$ cat config.mk
export PLATFORM = sky130hd
export DESIGN_NAME = irq_source_ctrl
export DESIGN_NICKNAME = d
export VERILOG_FILES = /design/src/rtl/irq_source_ctrl.sv
export SDC_FILE = /design/constraint.sdc
export NUM_CORES = 1
export LEC_CHECK = 0
export BUFFER_PORTS_ARGS = -buffer_cell sky130_fd_sc_hd__buf_2
export CORE_MARGIN = 3
export CORE_UTILIZATION = 60
export DETAILED_ROUTE_END_ITERATION = 10
export HOLD_SLACK_MARGIN = 0.12
export PLACE_DENSITY_LB_ADDON = 0.05
export SYNTH_ARGS = -nofsm -noshare
export SYNTH_HDL_FRONTEND = slang
export SYNTH_SLANG_ARGS = --single-unit
$ cat constraint.sdc
create_clock -name clk -period 3.26 [get_ports clk]
set_clock_uncertainty 0.2 [all_clocks]
set_input_delay 0.163 -clock clk [delete_from_list [all_inputs] [get_ports clk]]
set_output_delay 0.163 -clock clk [all_outputs]
set_load 0.01 [all_outputs]
$ cat src/rtl/irq_source_ctrl.sv
// irq_source_ctrl: periodic timer plus typematic level sources feeding a pending irq vector (IRQ_PRIO_ID_EN adds irq_any/irq_id)
module irq_source_ctrl #(
  parameter int N_KEY        = 1,
  parameter int CNT_W        = 32,
  parameter int TIMER_PERIOD = 50000000,
  parameter int REP_DELAY    = 25000000,
  parameter int REP_RATE     = 12500000,
  localparam int NCH         = N_KEY + 1
) (
  input  logic             clk,
  input  logic             rst,
  input  logic             irq_en,
  input  logic [N_KEY-1:0] src_level,
  input  logic [NCH-1:0]   irq_ack,
  output logic [NCH-1:0]   irq_pins,
  output logic             timer_tick
`ifdef IRQ_PRIO_ID_EN
  ,
  output logic                                     irq_any,
  output logic [(NCH > 1 ? $clog2(NCH) : 1)-1:0]   irq_id
`endif
);
  typedef enum logic [1:0] {IDLE, DELAY, REPEAT} st_t;
  localparam logic [CNT_W-1:0] T_LAST = CNT_W'(TIMER_PERIOD - 1);
  localparam logic [CNT_W-1:0] D_LAST = CNT_W'(REP_DELAY - 1);
  localparam logic [CNT_W-1:0] R_LAST = CNT_W'(REP_RATE - 1);
  logic [CNT_W-1:0] tcnt;
  logic             t_wrap;
  logic [NCH-1:0]   set_req;
  logic [NCH-1:0]   pend_nx;
  assign t_wrap     = tcnt == T_LAST;
  assign set_req[0] = t_wrap;
  // free-running timer; the tick follows the wrap by one cycle and ignores irq_en
  always_ff @(posedge clk) begin
    if (rst) begin
      tcnt       <= '0;
      timer_tick <= 1'b0;
    end else begin
      tcnt       <= t_wrap ? '0 : tcnt + CNT_W'(1);
      timer_tick <= t_wrap;
    end
  end
  for (genvar k = 0; k < N_KEY; k++) begin : g_src
    st_t              st, st_nx;
    logic [CNT_W-1:0] scnt, scnt_nx;
    logic             hit, ev;
    // typematic state and its period counter
    always_ff @(posedge clk) begin
      if (rst) begin
        st   <= IDLE;
        scnt <= '0;
      end else begin
        st   <= st_nx;
        scnt <= scnt_nx;
      end
    end
    // an event fires on the rise and at each expiry of the delay or repeat period
    always_comb begin
      hit     = scnt == (st == DELAY ? D_LAST : R_LAST) && st != IDLE;
      ev      = src_level[k] && (st == IDLE || hit);
      st_nx   = !src_level[k] ? IDLE : st == IDLE ? DELAY : (st == DELAY && hit) ? REPEAT : st;
      scnt_nx = (!src_level[k] || st == IDLE || hit) ? '0 : scnt + CNT_W'(1);
    end
    assign set_req[k+1] = ev;
  end
  assign pend_nx = irq_en ? (irq_pins & ~irq_ack) | set_req : '0;
  // pending latches: a new event beats a same-cycle ack, disable drops everything
  always_ff @(posedge clk) begin
    irq_pins <= rst ? '0 : pend_nx;
  end
`ifdef IRQ_PRIO_ID_EN
  localparam int IDW = NCH > 1 ? $clog2(NCH) : 1;
  logic [IDW-1:0] id_nx;
  // lowest pending index wins, so the timer has top priority
  always_comb begin
    id_nx = '0;
    for (int i = NCH - 1; i >= 0; i--) id_nx = pend_nx[i] ? IDW'(i) : id_nx;
  end
  // summary outputs registered alongside irq_pins
  always_ff @(posedge clk) begin
    if (rst) begin
      irq_any <= 1'b0;
      irq_id  <= '0;
    end else begin
      irq_any <= |pend_nx;
      irq_id  <= id_nx;
    end
  end
`endif
endmodule

==> Word level (Yosys, flattened, before mapping) <==
Cells that the tools add are included.
{ "classes": {"addsub": 2, "eq_ne": 3, "n_mux": 3, "bitwise": 5, "n_reduce_logical": 15} }
{ "ops": {"columns": ["cell", "count"], "rows": [
  ["$add A32 B1 Y32 const B", 2],
  ["$eq A32 B25 Y1", 1],
  ["$eq A32 B26 Y1 const B", 1],
  ["$mux W25", 1],
  ["$reduce_or A2 Y1", 4],
  ["$reduce_bool A2 Y1", 2],
  ["$logic_and A1 B1 Y1", 3],
  ["$logic_or A1 B1 Y1", 3],
  ["$reduce_or A3 Y1", 1],
  ["$and A2 B2 Y2", 1],
  ["$eq A2 B1 Y1 const B", 1],
  ["$logic_not A2 Y1", 1],
  ["$mux W1", 2],
  ["$not A1 Y1", 2],
  ["$not A2 Y2", 1],
  ["$or A2 B2 Y2", 1],
  ["$logic_not A1 Y1", 1]
]} }
{ "totals": {"register_bits": 69, "out_inout_bits": 3} }

==> Logic depth before layout (Yosys ltp) <==
Gate-level depths: netlist (run 1).
{ "depth": {"depth_word": 7, "mapped_depth": 7} }

==> Worst setup path after synthesis (run 1) <==
Ideal clock, no wire load.
{ "synth_path": {"kind": "reg-to-reg", "startpoint": "reg g_src[0].scnt[16]", "endpoint": "reg g_src[0].scnt[16]", "arrival_ps": 1769, "required_ps": 2945, "setup_slack_ps": 1176, "stages_incl_launch_ff": 8, "path_buffers": 2, "path_cell_list": "dfxtp_1 buf_2 or4b_1 nor4b_2 o2111ai_1 nand2_1 buf_4 nor2_1"} }
{ "synth_between": {"elab_chain_cells": 4, "word_cells_on_any_way": 5, "cone_classes": "1 x add/sub; 1 x eq/ne; 3 x reduce/logical"} }
{ "synth_rtl": {"columns": ["item", "line_no", "rtl"], "rows": [
  ["start: declaration", "45", "logic [CNT_W-1:0] scnt, scnt_nx;"],
  ["start signal: assignment", "54", "scnt <= scnt_nx;"],
  ["branches (longest 4 deep; another with $add A32 B1 Y32)", null, null]
]} }
Parallel ways; which one is timed is not known.
A chain may end at the register's enable or synchronous reset.

==> Worst setup path in the final report (run 1) <==
{ "layout_path": {"startpoint": "reg tcnt[25]", "endpoint": "reg tcnt[17]"} }
{ "layout_between": {"elab_chain_cells": 2} }
{ "layout_rtl": {"columns": ["item", "line_no", "rtl"], "rows": [
  ["start: declaration", "27", "logic [CNT_W-1:0] tcnt;"],
  ["start signal: assignment", "39", "tcnt <= t_wrap ? '0 : tcnt + CNT_W'(1);"],
  ["$eq A32 B26 Y1", "31", "assign t_wrap = tcnt == T_LAST;"],
  ["$reduce_or A2 Y1 (no source line)", null, null]
]} }
No other way between the ends.

==> results.txt, run 1 <==
----------------------------------------------------
[Timing]
  Post-layout minimum cycle time ... 2.61 ns
  Hold Fails Final Rpt ... 0
  Final worst path period share ... 80.0%
  Highest Clock Rate ... 0.384 GHz
  Final worst setup slack ... approximately 0.65 ns
  Worst hold slack across all endpoints ... 0.261 ns
  Transition time at the pin with the least slew margin ... 0.807 ns
  Setup repair after global routing missed its margin ... no
  Slew Limit Fails ... 0
  Final number of setup-violating endpoints ... 0
  Setup TNS ... 0 ns
  Worst-case headroom to the max-slew limit ... 45.8%

[Drt]
  Antenna violation net count after detailed routing ... 0
  Number of vias per cell after detailed routing ... between 5 and 6
  Number of DRC violations after detailed-routing iteration 0 ... 86
  Routed length on met3 ... 199 microns
  Length of routed wiring on met1 ... 2840 microns
  Via count of the routed design ... ~2600
  Number of optimization iterations in the first detailed-route pass ... 5
  Wire per inst ... 13.6 microns
  DR WL met2 ... 3110 microns
  Remaining routing DRC violations ... 0
  Total Wirelength ... a little over 6000 microns
  Topmost layer with routed signal wires ... met4

[Cells and area]
  Commonest cells after routing, fill and taps aside ... sky130_fd_sc_hd__nor2_1, sky130_fd_sc_hd__dfxtp_1, sky130_fd_sc_hd__xor2_1
  Diodes inserted ... 0
  Non-filler cells in the finished layout ... 457
  Layout overhead on the synthesized area ... 10.4%
  Share of the core filled with cells in the final layout ... between 60% and 70%
  Final Instance Area ... 3590 sq um
  Leading cell type in the layout, fill and taps excluded ... sky130_fd_sc_hd__nor2_1
  Nets@finish ... 390
  Fillcell total ... roughly 420
  Fraction of layout instances using a drive strength above 1 ... ~11%

[Floorplanning]
  Die height ... 79.6 microns
  Full die area ... between 6000 and 7000 sq um
  CORE AREA ... 5170 sq um
  # IOs ... 9
  Die X ... roughly 80 microns
  FP Rows ... 26
  Initial core utilization ... 62.9%

[Logic synthesis]
  Cell count after synthesis ... 367
  Synth Area per Inst ... around 9 sq um
  Post-synthesis register bit count ... 69
  Async set or reset register ratio after synthesis ... 0%
  Yosys warning total ... 0
  Count of different cell masters after synthesis ... 36
  Number of synthesized flops with an enable pin ... 0
  Summed instance area of the synthesized netlist ... 3250 sq um
  Primary flip-flop cell chosen by synthesis mapping ... sky130_fd_sc_hd__dfxtp_1
  Net count after synthesis ... 375
  Sequential fraction of the synthesis area ... a little over two fifths

[Worst setup path]
  Startpoint of the lowest-slack register-to-register path ... tcnt[25]$_SDFF_PP0_
  Kind of critical path ... register to register
  Critical path required time ... between 3 and 4 ns
  Worst Path Max Fanout ... 30
  Nature of the critical path endpoint ... register
  Reg-to-reg setup timing slack ... 0.65 ns
  Data arrival, critical path ... between 2 and 3 ns
  Critical path startpoint ... tcnt[25]$_SDFF_PP0_
  Category of the worst setup path launch point ... register

[Clocking]
  # H-tree levels ... 3
  Root buffer cell ... sky130_fd_sc_hd__clkbuf_8
  Number of gates resized after CTS ... 0
  Post-CTS setup-driven buffer insertion count ... 0
  CTS tree ... done
  Total CTS buffers ... 9
  Clock transition at path regs ... 0.07 ns
  Deepest clock path buffer count ... 2
  CTS sink cnt ... 69
  Insertion delay to the later sink of the worst-skew pair ... ~0.34 ns

[Global route]
  Pin count of the biggest net entering global routing ... 32
  Total Routing Usage GR ... about 22%
  GR Overflow Total ... 0
  Initial antenna violation count ... 0
  Wire length of the first global-routing pass ... 11100 microns
  Number of global-route vias before repair ... between 2000 and 2500

[Worst hold path]
  Worst min path class ... register to register
  Beginning of the worst hold path ... tcnt[0]$_SDFF_PP0_

[Place]
  Dpl ws ... 0.665 ns
  Count of placed standard cells including taps ... 435
  Routability-driven placement congestion ratio ... 0.792
  Standard cell area after detailed placement ... about 3300 sq um
  Buffers on Ports ... 8
  Final HPWL from detailed placement ... approximately 4100 microns

[Flow run]
  MaxCap Viol Count ... 0

[Pwr]
  Design Power ... 1.60 mW
  Total power density per cell area ... 447 nW/um^2
  LEAKAGE ... 1.17 nW
  Maximum ir drop on the vdd rail ... 0.435 mV

[Run status]
  Run status ... completed

----------------------------------------------------
## cell usage after synthesis (3+ instances only)
cell type | n | area [sq um]
sky130_fd_sc_hd__nor2_2 | 5 | 31.3
sky130_fd_sc_hd__inv_1 | 5 | 18.8
sky130_fd_sc_hd__clkbuf_1 | 3 | 11.3
sky130_fd_sc_hd__nor4b_2 | 3 | 45.0
sky130_fd_sc_hd__nor4_1 | 6 | 37.5
sky130_fd_sc_hd__o21ai_0 | 4 | 20.0
sky130_fd_sc_hd__nor2_1 | 76 | 285
sky130_fd_sc_hd__nor3_1 | 8 | 40.0
sky130_fd_sc_hd__nor4_2 | 6 | 75.1
sky130_fd_sc_hd__dfxtp_1 | 69 | 1380
sky130_fd_sc_hd__and4_1 | 10 | 87.6
sky130_fd_sc_hd__xnor2_1 | 23 | 201
sky130_fd_sc_hd__nand3_1 | 25 | 125
sky130_fd_sc_hd__nor2b_1 | 5 | 31.3
sky130_fd_sc_hd__nand2_1 | 19 | 71.3
sky130_fd_sc_hd__buf_4 | 6 | 45.0
sky130_fd_sc_hd__nand4_1 | 23 | 144
sky130_fd_sc_hd__and3_1 | 10 | 62.6
sky130_fd_sc_hd__xor2_1 | 37 | 324
## cell type report
type / instances / area, sq um / share of cell area, %
inverter: 5 / 18.8 / 0.523
tap: 70 / 87.6 / 2.44
clock buffer: 13 / 169 / 4.71
timing repair buffer: 16 / 115 / 3.21
clock inverter: 3 / 42.5 / 1.19
multi-input combinational: 281 / 1770 / 49.4
sequential: 69 / 1380 / 38.5
## sequential cells by signal, indices dropped and copies added (netlist names)
register	flops
g_src.scnt	32
g_src.st	2
irq_pins	2
tcnt	32
timer_tick	1
## critical path: stages (launching register included)
cell and delay [ns]:
sky130_fd_sc_hd__dfxtp_1 0.45, sky130_fd_sc_hd__or4b_1 0.45, sky130_fd_sc_hd__or4_1 0.43, sky130_fd_sc_hd__nor4_2 0.23, sky130_fd_sc_hd__or2_2 0.58, sky130_fd_sc_hd__nor2_1 0.12
## report_power, final
group | internal [mW] | switching [mW] | total [mW] | leakage (nW)
combinational | 0.0126 | 0.0182 | 0.0308 | 0.504
clock | 0.415 | 0.306 | 0.721 | 0.106
sequential | 0.847 | 0.00346 | 0.851 | 0.557
## cell families (layout without fill, tap and decap cells)
family / Yosys count / count (layout) / share of synthesized area (%)
AND/OR/NAND/NOR: 211 / 211 / 36.2
flip-flops: 69 / 69 / 42.5
XOR/XNOR: 60 / 60 / 16.2
buffers and inverters: 17 / 37 / 2.96
AO/OA/AOI/OAI: 8 / 8 / 1.42
adder cells (fa/ha/maj): 2 / 2 / 0.769
## per-layer routing
metal | vias up | GRT usage [%]
met4 | 0 | 8.25
met2 | 33 | 38.0
met1 | 1240 | 25.8
met3 | 8 | 5.98
met5 | - | 0
li1 | 1300 | -
## path summary, 6_finish.rpt
path	cells past startpoint	to
max	5	tcnt[17]$_SDFF_PP0_
min	1	tcnt[0]$_SDFF_PP0_
max reg2reg	5	tcnt[17]$_SDFF_PP0_
min reg2reg	1	tcnt[0]$_SDFF_PP0_
## repair_timing
| action | CTS | global route |
|---|---|---|
| hold endpoints to repair | 7 | 0 |
| hold buffers | 6 | 0 |
| setup endpoints to repair | 0 | 0 |
Power figures use the tool's default switching activity.
==> inputs of run 2 (changes only) <==
==> constraint.sdc (replaced) <==
create_clock -name clk -period 2.6 [get_ports clk]
set_clock_uncertainty 0.2 [all_clocks]
set_input_delay 0.13 -clock clk [delete_from_list [all_inputs] [get_ports clk]]
set_output_delay 0.13 -clock clk [all_outputs]
set_load 0.01 [all_outputs]
==> results.txt, run 2 (synthesized netlist as in run 1, its figures left out) <==
----------------------------------------------------
[Run status]
  Run status ... completed (unchanged)

[Place]
  Standard cell area after detailed placement ... 3360 sq um (was 3320 sq um)
  Dpl ws ... 0.219 ns (was 0.665 ns)
  Count of placed standard cells including taps ... 437 (was 435)
  Buffers on Ports ... 8 (unchanged)
  Routability-driven placement congestion ratio ... 0.778 (was 0.792)
  Final HPWL from detailed placement ... 4130 microns (about the same)

[Pwr]
  Net load switching power ... 388 uW (was 328 uW)
  Total power density per cell area ... 536 nW/um^2 (was 447 nW/um^2)
  Internal cell power ... 1.54 mW (was 1.27 mW)
  Logic pwr share ... 2.3% (was 1.9%)
  Clk pwr share ... 42.4% (was 45.0%)
  LEAKAGE ... 1.17 nW (about the same)
  Sequential Power Share ... 55.3% (was 53.1%)
  Maximum ir drop on the vdd rail ... 0.520 mV (was 0.435 mV)
  Switching power share of the total ... 20.1% (was 20.5%)

[Timing]
  Highest Clock Rate ... 0.411 GHz (was 0.384 GHz)
  Post-layout minimum cycle time ... 2.43 ns (was 2.61 ns)
  Setup repair after global routing missed its margin ... no (unchanged)
  Final number of setup-violating endpoints ... 0 (unchanged)
  Slew Limit Fails ... 0 (unchanged)
  Setup TNS ... 0 ns (unchanged)
  Worst-case headroom to the max-slew limit ... 65.2% (was 45.8%)
  Hold Fails Final Rpt ... 0 (unchanged)
  Transition time at the pin with the least slew margin ... 0.517 ns (was 0.807 ns)
  Final worst setup slack ... 0.165 ns (was 0.653 ns)
  Final worst path period share ... 93.6% (was 80.0%)

[Clocking]
  CTS tree ... done (unchanged)
  Total CTS buffers ... 9 (unchanged)
  # H-tree levels ... 3 (unchanged)
  Clock transition at path regs ... 0.06 ns (was 0.07 ns)
  Root buffer cell ... sky130_fd_sc_hd__clkbuf_8 (unchanged)
  Number of gates resized after CTS ... 0 (unchanged)
  Deepest clock path buffer count ... 2 (unchanged)
  Number of buffers inserted for hold repair after clock tree synthesis ... 6 (unchanged)
  Post-CTS setup-driven buffer insertion count ... 0 (unchanged)
  Insertion delay to the later sink of the worst-skew pair ... 0.33 ns (was 0.34 ns)
  CTS sink cnt ... 69 (unchanged)

[Worst setup path]
  Worst reg-to-reg path cell count ... 5 (unchanged)
  Kind of critical path ... register to register (unchanged)
  Cell family with the largest share of critical-path delay ... simple AND/OR/NAND/NOR gates (unchanged)
  Critical path required time ... 2.66 ns (was 3.26 ns)
  Nature of the critical path endpoint ... register (unchanged)
  Largest stage delay on the critical path ... 0.56 ns (was 0.58 ns)
  Critical path startpoint ... tcnt[25]$_SDFF_PP0_ (unchanged)
  Slowest-stage cell, CP ... sky130_fd_sc_hd__dlygate4sd3_1 (was sky130_fd_sc_hd__or2_2)
  Cell breakdown of the critical path ... or4b_1 > or4_1 > nor4_2 > o21a_1 > dlygate4sd3_1 (was or4b_1 > or4_1 > nor4_2 > or2_2 > nor2_1)
  Category of the worst setup path launch point ... register (unchanged)
  Startpoint of the lowest-slack register-to-register path ... tcnt[25]$_SDFF_PP0_ (unchanged)
  Worst Path Max Fanout ... 6 (was 30)
  Critical path depth in cells ... 5 (unchanged)
  Data arrival, critical path ... 2.50 ns (was 2.60 ns)
  Buffer and inverter count on the worst path ... 1 (was 0)

[Cells and area]
  Fraction of layout instances using a drive strength above 1 ... 11.1% (was 11.4%)
  Diodes inserted ... 0 (unchanged)
  Nets@finish ... 392 (was 390)
  Commonest cells after routing, fill and taps aside ... sky130_fd_sc_hd__nor2_1, sky130_fd_sc_hd__dfxtp_1, sky130_fd_sc_hd__xor2_1 (unchanged)
  Layout overhead on the synthesized area ... 10.6% (was 10.4%)
  Fillcell total ... 419 (was 416)
  Non-filler cells in the finished layout ... 457 (unchanged)
  Leading cell type in the layout, fill and taps excluded ... sky130_fd_sc_hd__nor2_1 (unchanged)
  Final Instance Area ... 3600 sq um (was 3590 sq um)
  Largest registers ... g_src.scnt x32, tcnt x32 (unchanged)

[Flow run]
  MaxCap Viol Count ... 0 (unchanged)

[Global route]
  Met2 Use GR ... 39.5% (was 38.0%)
  Number of global-route vias before repair ... 2520 (was 2481)
  GR Overflow Total ... 0 (unchanged)
  Wire length of the first global-routing pass ... 11000 microns (was 11100 microns)
  Total Routing Usage GR ... 21.9% (was 22.0%)
  Met3 usage ... 6.43% (was 5.98%)
  GRT met1 Usage ... 24.6% (was 25.8%)
  Highest-utilization routing layer at the global route stage ... met2 (unchanged)
  Initial antenna violation count ... 0 (unchanged)
  Pin count of the biggest net entering global routing ... 32 (unchanged)

[Floorplanning]
  Die X ... 79.6 microns (unchanged)
  Die height ... 79.6 microns (unchanged)
  FP Rows ... 26 (unchanged)
  # IOs ... 9 (unchanged)
  CORE AREA ... 5170 sq um (unchanged)
  Full die area ... 6340 sq um (unchanged)
  Initial core utilization ... 62.9% (unchanged)

[Worst hold path]
  Beginning of the worst hold path ... tcnt[0]$_SDFF_PP0_ (unchanged)
  Worst min path class ... register to register (unchanged)
  Hold Path Stages ... 1 (unchanged)

[Drt]
  Wire per inst ... 13.4 microns (was 13.6 microns)
  Via count of the routed design ... 2547 (was 2581)
  Total Wirelength ... 6140 microns (was 6210 microns)
  Number of vias per cell after detailed routing ... 5.57 (was 5.65)
  Antenna violation net count after detailed routing ... 0 (unchanged)
  Remaining routing DRC violations ... 0 (unchanged)
  Number of DRC violations after detailed-routing iteration 0 ... 128 (was 86)
  Number of optimization iterations in the first detailed-route pass ... 4 (was 5)

----------------------------------------------------
## run 2: cell types whose count changed in the layout (fill, tap and decap cells not counted)
cell                         delta
sky130_fd_sc_hd__clkbuf_1       +1
sky130_fd_sc_hd__clkinvlp_4     -1
sky130_fd_sc_hd__clkbuf_8       -2
sky130_fd_sc_hd__buf_12         +2
## run 2: stage by stage
| step | power (mW) | hold WS (ns) | utilization, % |
|---|---|---|---|
| 6_report | 1.93 | 0.264 | 69.5 |
| 5_1_grt | 2.00 | 0.293 | 69.5 |
| 4_1_cts | 1.95 | 0.268 | 69.5 |
| 3_5_place_dp | 1.13 | 0.200 | 64.9 |
| 3_3_place_gp | 1.13 | 0.193 | 64.9 |
| 2_1_floorplan | 1.12 | -0.000934 | - |
## run 2: area by class of cell
class,count,area (sq um),area share [%]
inverter,5,18.8,0.522
clock inverter,2,35.0,0.974
multi-input combinational,281,1770,49.3
tap,70,87.6,2.43
timing repair buffer,18,155,4.31
clock buffer,12,145,4.03
sequential,69,1380,38.4
## run 2: path summary, 6_finish.rpt
check | to | slack (ns)
setup / recovery | irq_pins[0]$_SDFF_PP0_ | 0.17
hold / removal | tcnt[0]$_SDFF_PP0_ | 0.26
setup reg to reg | irq_pins[0]$_SDFF_PP0_ | 0.17
hold reg to reg | tcnt[0]$_SDFF_PP0_ | 0.26
## run 2: worst reg2reg max path: stages (launching register included)
cell                            delay, ns
sky130_fd_sc_hd__dfxtp_1             0.43
sky130_fd_sc_hd__or4b_1              0.45
sky130_fd_sc_hd__or4_1               0.42
sky130_fd_sc_hd__nor4_2              0.17
sky130_fd_sc_hd__o21a_1              0.14
sky130_fd_sc_hd__dlygate4sd3_1       0.56
## run 2: power groups by stage
stage | Clock, mW | Sequential, mW | Combinational, mW
after floorplan | 0 | 1.09 | 0.0262
after global placement | 0 | 1.09 | 0.0383
after detailed placement | 0 | 1.09 | 0.0395
after CTS | 0.842 | 1.07 | 0.0453
after global routing | 0.887 | 1.07 | 0.0502
final | 0.817 | 1.07 | 0.0449
## run 2: metal layers
| layer | wire (microns) | vias up |
|---|---|---|
| met5 | 0 | - |
| met1 | 2750 | 1191 |
| li1 | - | 1306 |
| met2 | 3130 | 42 |
| met3 | 197 | 8 |
| met4 | 66 | 0 |
==> inputs of run 3 (changes only) <==
--- a/config.mk
+++ b/config.mk
@@ -10,7 +10,7 @@
 export CORE_UTILIZATION = 60
 export DETAILED_ROUTE_END_ITERATION = 10
 export HOLD_SLACK_MARGIN = 0.12
-export PLACE_DENSITY_LB_ADDON = 0.05
+export PLACE_DENSITY = 0.77
 export SYNTH_ARGS = -nofsm -noshare
 export SYNTH_HDL_FRONTEND = slang
 export SYNTH_SLANG_ARGS = --single-unit
==> results.txt, run 3 (synthesized netlist as in run 1, its figures left out) <==
----------------------------------------------------
[Run status]
  Run status ... completed (unchanged)

[Floorplanning]
  FP Rows ... 26 (unchanged)
  CORE AREA ... 5170 sq um (unchanged)
  Die height ... 79.6 microns (unchanged)
  Die X ... 79.6 microns (unchanged)
  Initial core utilization ... 62.9% (unchanged)
  Full die area ... 6340 sq um (unchanged)
  # IOs ... 9 (unchanged)

[Clocking]
  Insertion delay to the later sink of the worst-skew pair ... 0.34 ns (was 0.33 ns)
  CTS sink cnt ... 69 (unchanged)
  Total CTS buffers ... 9 (unchanged)
  CTS tree ... done (unchanged)
  Root buffer cell ... sky130_fd_sc_hd__clkbuf_8 (unchanged)
  Clock transition at path regs ... 0.07 ns (was 0.06 ns)
  # H-tree levels ... 3 (unchanged)
  Deepest clock path buffer count ... 2 (unchanged)

[Global route]
  GRT met1 Usage ... 30.0% (was 24.6%)
  Initial antenna violation count ... 0 (unchanged)
  Total Routing Usage GR ... 22.2% (was 21.9%)
  Met2 Use GR ... 33.9% (was 39.5%)
  Wire length of the first global-routing pass ... 11000 microns (about the same)
  Met3 usage ... 7.45% (was 6.43%)
  GR Overflow Total ... 0 (unchanged)
  Number of global-route vias before repair ... 2460 (was 2520)
  Highest-utilization routing layer at the global route stage ... met2 (unchanged)
  Pin count of the biggest net entering global routing ... 32 (unchanged)

[Pwr]
  Maximum ir drop on the vdd rail ... 0.415 mV (was 0.520 mV)
  Total power density per cell area ... 507 nW/um^2 (was 536 nW/um^2)
  Design Power ... 1.84 mW (was 1.93 mW)
  LEAKAGE ... 1.19 nW (was 1.17 nW)

[Drt]
  Remaining routing DRC violations ... 0 (unchanged)
  Number of DRC violations after detailed-routing iteration 0 ... 194 (was 128)
  Number of optimization iterations in the first detailed-route pass ... 4 (unchanged)
  Number of vias per cell after detailed routing ... 5.58 (was 5.57)
  Total Wirelength ... 6240 microns (was 6140 microns)
  Wire per inst ... 13.5 microns (was 13.4 microns)
  Antenna violation net count after detailed routing ... 0 (unchanged)
  Via count of the routed design ... 2584 (was 2547)

[Worst setup path]
  Critical path required time ... 2.69 ns (was 2.66 ns)
  Reg-to-reg setup timing slack ... 0.18 ns (was 0.17 ns)
  Cell family with the largest share of critical-path delay ... simple AND/OR/NAND/NOR gates (unchanged)
  Cell breakdown of the critical path ... or4b_1 > or4_1 > nor4_2 > o21a_1 > dlygate4sd3_1 (unchanged)
  Nature of the critical path endpoint ... register (unchanged)
  Category of the worst setup path launch point ... register (unchanged)
  Critical path depth in cells ... 5 (unchanged)
  Data arrival, critical path ... 2.50 ns (about the same)
  Largest stage delay on the critical path ... 0.53 ns (was 0.56 ns)
  Buffer and inverter count on the worst path ... 1 (unchanged)
  Startpoint of the lowest-slack register-to-register path ... tcnt[28]$_SDFF_PP0_ (was tcnt[25]$_SDFF_PP0_)
  Slowest-stage cell, CP ... sky130_fd_sc_hd__dlygate4sd3_1 (unchanged)
  Kind of critical path ... register to register (unchanged)
  Worst reg-to-reg path cell count ... 5 (unchanged)
  End point of the critical path ... irq_pins[0]$_SDFF_PP0_ (unchanged)
  Endpoint of the most critical register-to-register path ... irq_pins[0]$_SDFF_PP0_ (unchanged)
  Worst Path Max Fanout ... 5 (was 6)
  Critical path startpoint ... tcnt[28]$_SDFF_PP0_ (was tcnt[25]$_SDFF_PP0_)

[Cells and area]
  Commonest cells after routing, fill and taps aside ... sky130_fd_sc_hd__nor2_1, sky130_fd_sc_hd__dfxtp_1, sky130_fd_sc_hd__xor2_1 (unchanged)
  Diodes inserted ... 0 (unchanged)
  Largest registers ... g_src.scnt x32, tcnt x32 (unchanged)
  Non-filler cells in the finished layout ... 463 (was 457)
  Share of the core filled with cells in the final layout ... 69.9% (was 69.5%)
  Fraction of layout instances using a drive strength above 1 ... 13.5% (was 11.1%)
  Layout overhead on the synthesized area ... 11.2% (was 10.6%)
  Nets@finish ... 396 (was 392)
  Leading cell type in the layout, fill and taps excluded ... sky130_fd_sc_hd__nor2_1 (unchanged)

[Timing]
  Transition time at the pin with the least slew margin ... 0.562 ns (was 0.517 ns)
  Post-layout minimum cycle time ... 2.42 ns (was 2.43 ns)
  Worst hold slack across all endpoints ... 0.248 ns (was 0.264 ns)
  Hold Fails Final Rpt ... 0 (unchanged)
  Final worst path period share ... 93.0% (was 93.6%)
  Slew Limit Fails ... 0 (unchanged)
  Setup repair after global routing missed its margin ... no (unchanged)
  Worst-case headroom to the max-slew limit ... 62.2% (was 65.2%)
  Setup TNS ... 0 ns (unchanged)
  Final number of setup-violating endpoints ... 0 (unchanged)
  Highest Clock Rate ... 0.413 GHz (was 0.411 GHz)

[Place]
  Buffers on Ports ... 8 (unchanged)
  Routability-driven placement congestion ratio ... 0.916 (was 0.778)
  Count of placed standard cells including taps ... 440 (was 437)
  Final HPWL from detailed placement ... 4190 microns (was 4130 microns)

[Flow run]
  MaxCap Viol Count ... 0 (unchanged)

[Worst hold path]
  Worst min path class ... register to register (unchanged)

----------------------------------------------------
-- run 3: cell types whose count changed in the layout (fill, tap and decap cells not counted), sizes merged --
cell,before,now
bufinv,1,0
buf,12,16
clkinv,1,4
clkbuf,12,11
clkinvlp,0,1
-- run 3: report_power, final --
group | leakage [nW] | total, mW | switching [mW] | internal [mW]
combinational | 0.552 | 0.0435 | 0.0243 | 0.0193
clock | 0.0829 | 0.725 | 0.385 | 0.340
sequential | 0.558 | 1.07 | 0.00465 | 1.06
-- run 3: worst register-to-register path, cell delays in order, from the launching register on --
cell	delay [ns]
sky130_fd_sc_hd__dfxtp_1	0.35
sky130_fd_sc_hd__or4b_1	0.52
sky130_fd_sc_hd__or4_1	0.42
sky130_fd_sc_hd__nor4_2	0.20
sky130_fd_sc_hd__o21a_1	0.15
sky130_fd_sc_hd__dlygate4sd3_1	0.53
-- run 3: timing repair --
item                                    CTS  global route
resized for setup                         0             5
endpoints found under the setup margin    0             1
hold endpoints to repair                  7             1
buffers inserted                          0             1
hold buffers                              6             1
-- run 3: through the flow --
step / setup slack, ns / instance area (sq um)
2_1_floorplan: 0.516 / 3250
3_3_place_gp: 0.418 / 3370
3_5_place_dp: 0.331 / 3370
4_1_cts: 0.0253 / 3590
5_1_grt: 0.0198 / 3620
6_report: 0.181 / 3620
-- run 3: cell type report --
type	instances	area [sq um]
timing repair buffer	22	173
inverter	5	18.8
clock buffer	11	131
tap	70	87.6
sequential	69	1380
clock inverter	5	27.5
fill	402	1560
multi-input combinational	281	1800
-- run 3: layer usage --
layer	routed length (microns)	part of all wire, %	up-vias
met5	0	0	-
met1	3090	49	1214
li1	-	-	1322
met2	2860	46	44
met4	53	0.85	0
met3	249	4.0	4
-- run 3: worst min-delay path by stage --
| stage | end | depth (start not counted) | slack [ns] | from |
|---|---|---|---|---|
| 2_1_floorplan | tcnt[6]$_SDFF_PP0_ | 1 | -0.0009 | rst |
| 3_3_place_gp | tcnt[6]$_SDFF_PP0_ | 2 | 0.20 | rst |
| 3_5_place_dp | tcnt[6]$_SDFF_PP0_ | 2 | 0.21 | rst |
| 4_1_cts | tcnt[0]$_SDFF_PP0_ | 1 | 0.25 | tcnt[0]$_SDFF_PP0_ |
| 5_1_grt | tcnt[0]$_SDFF_PP0_ | 1 | 0.27 | tcnt[0]$_SDFF_PP0_ |
| 6_report | tcnt[0]$_SDFF_PP0_ | 1 | 0.25 | tcnt[0]$_SDFF_PP0_ |
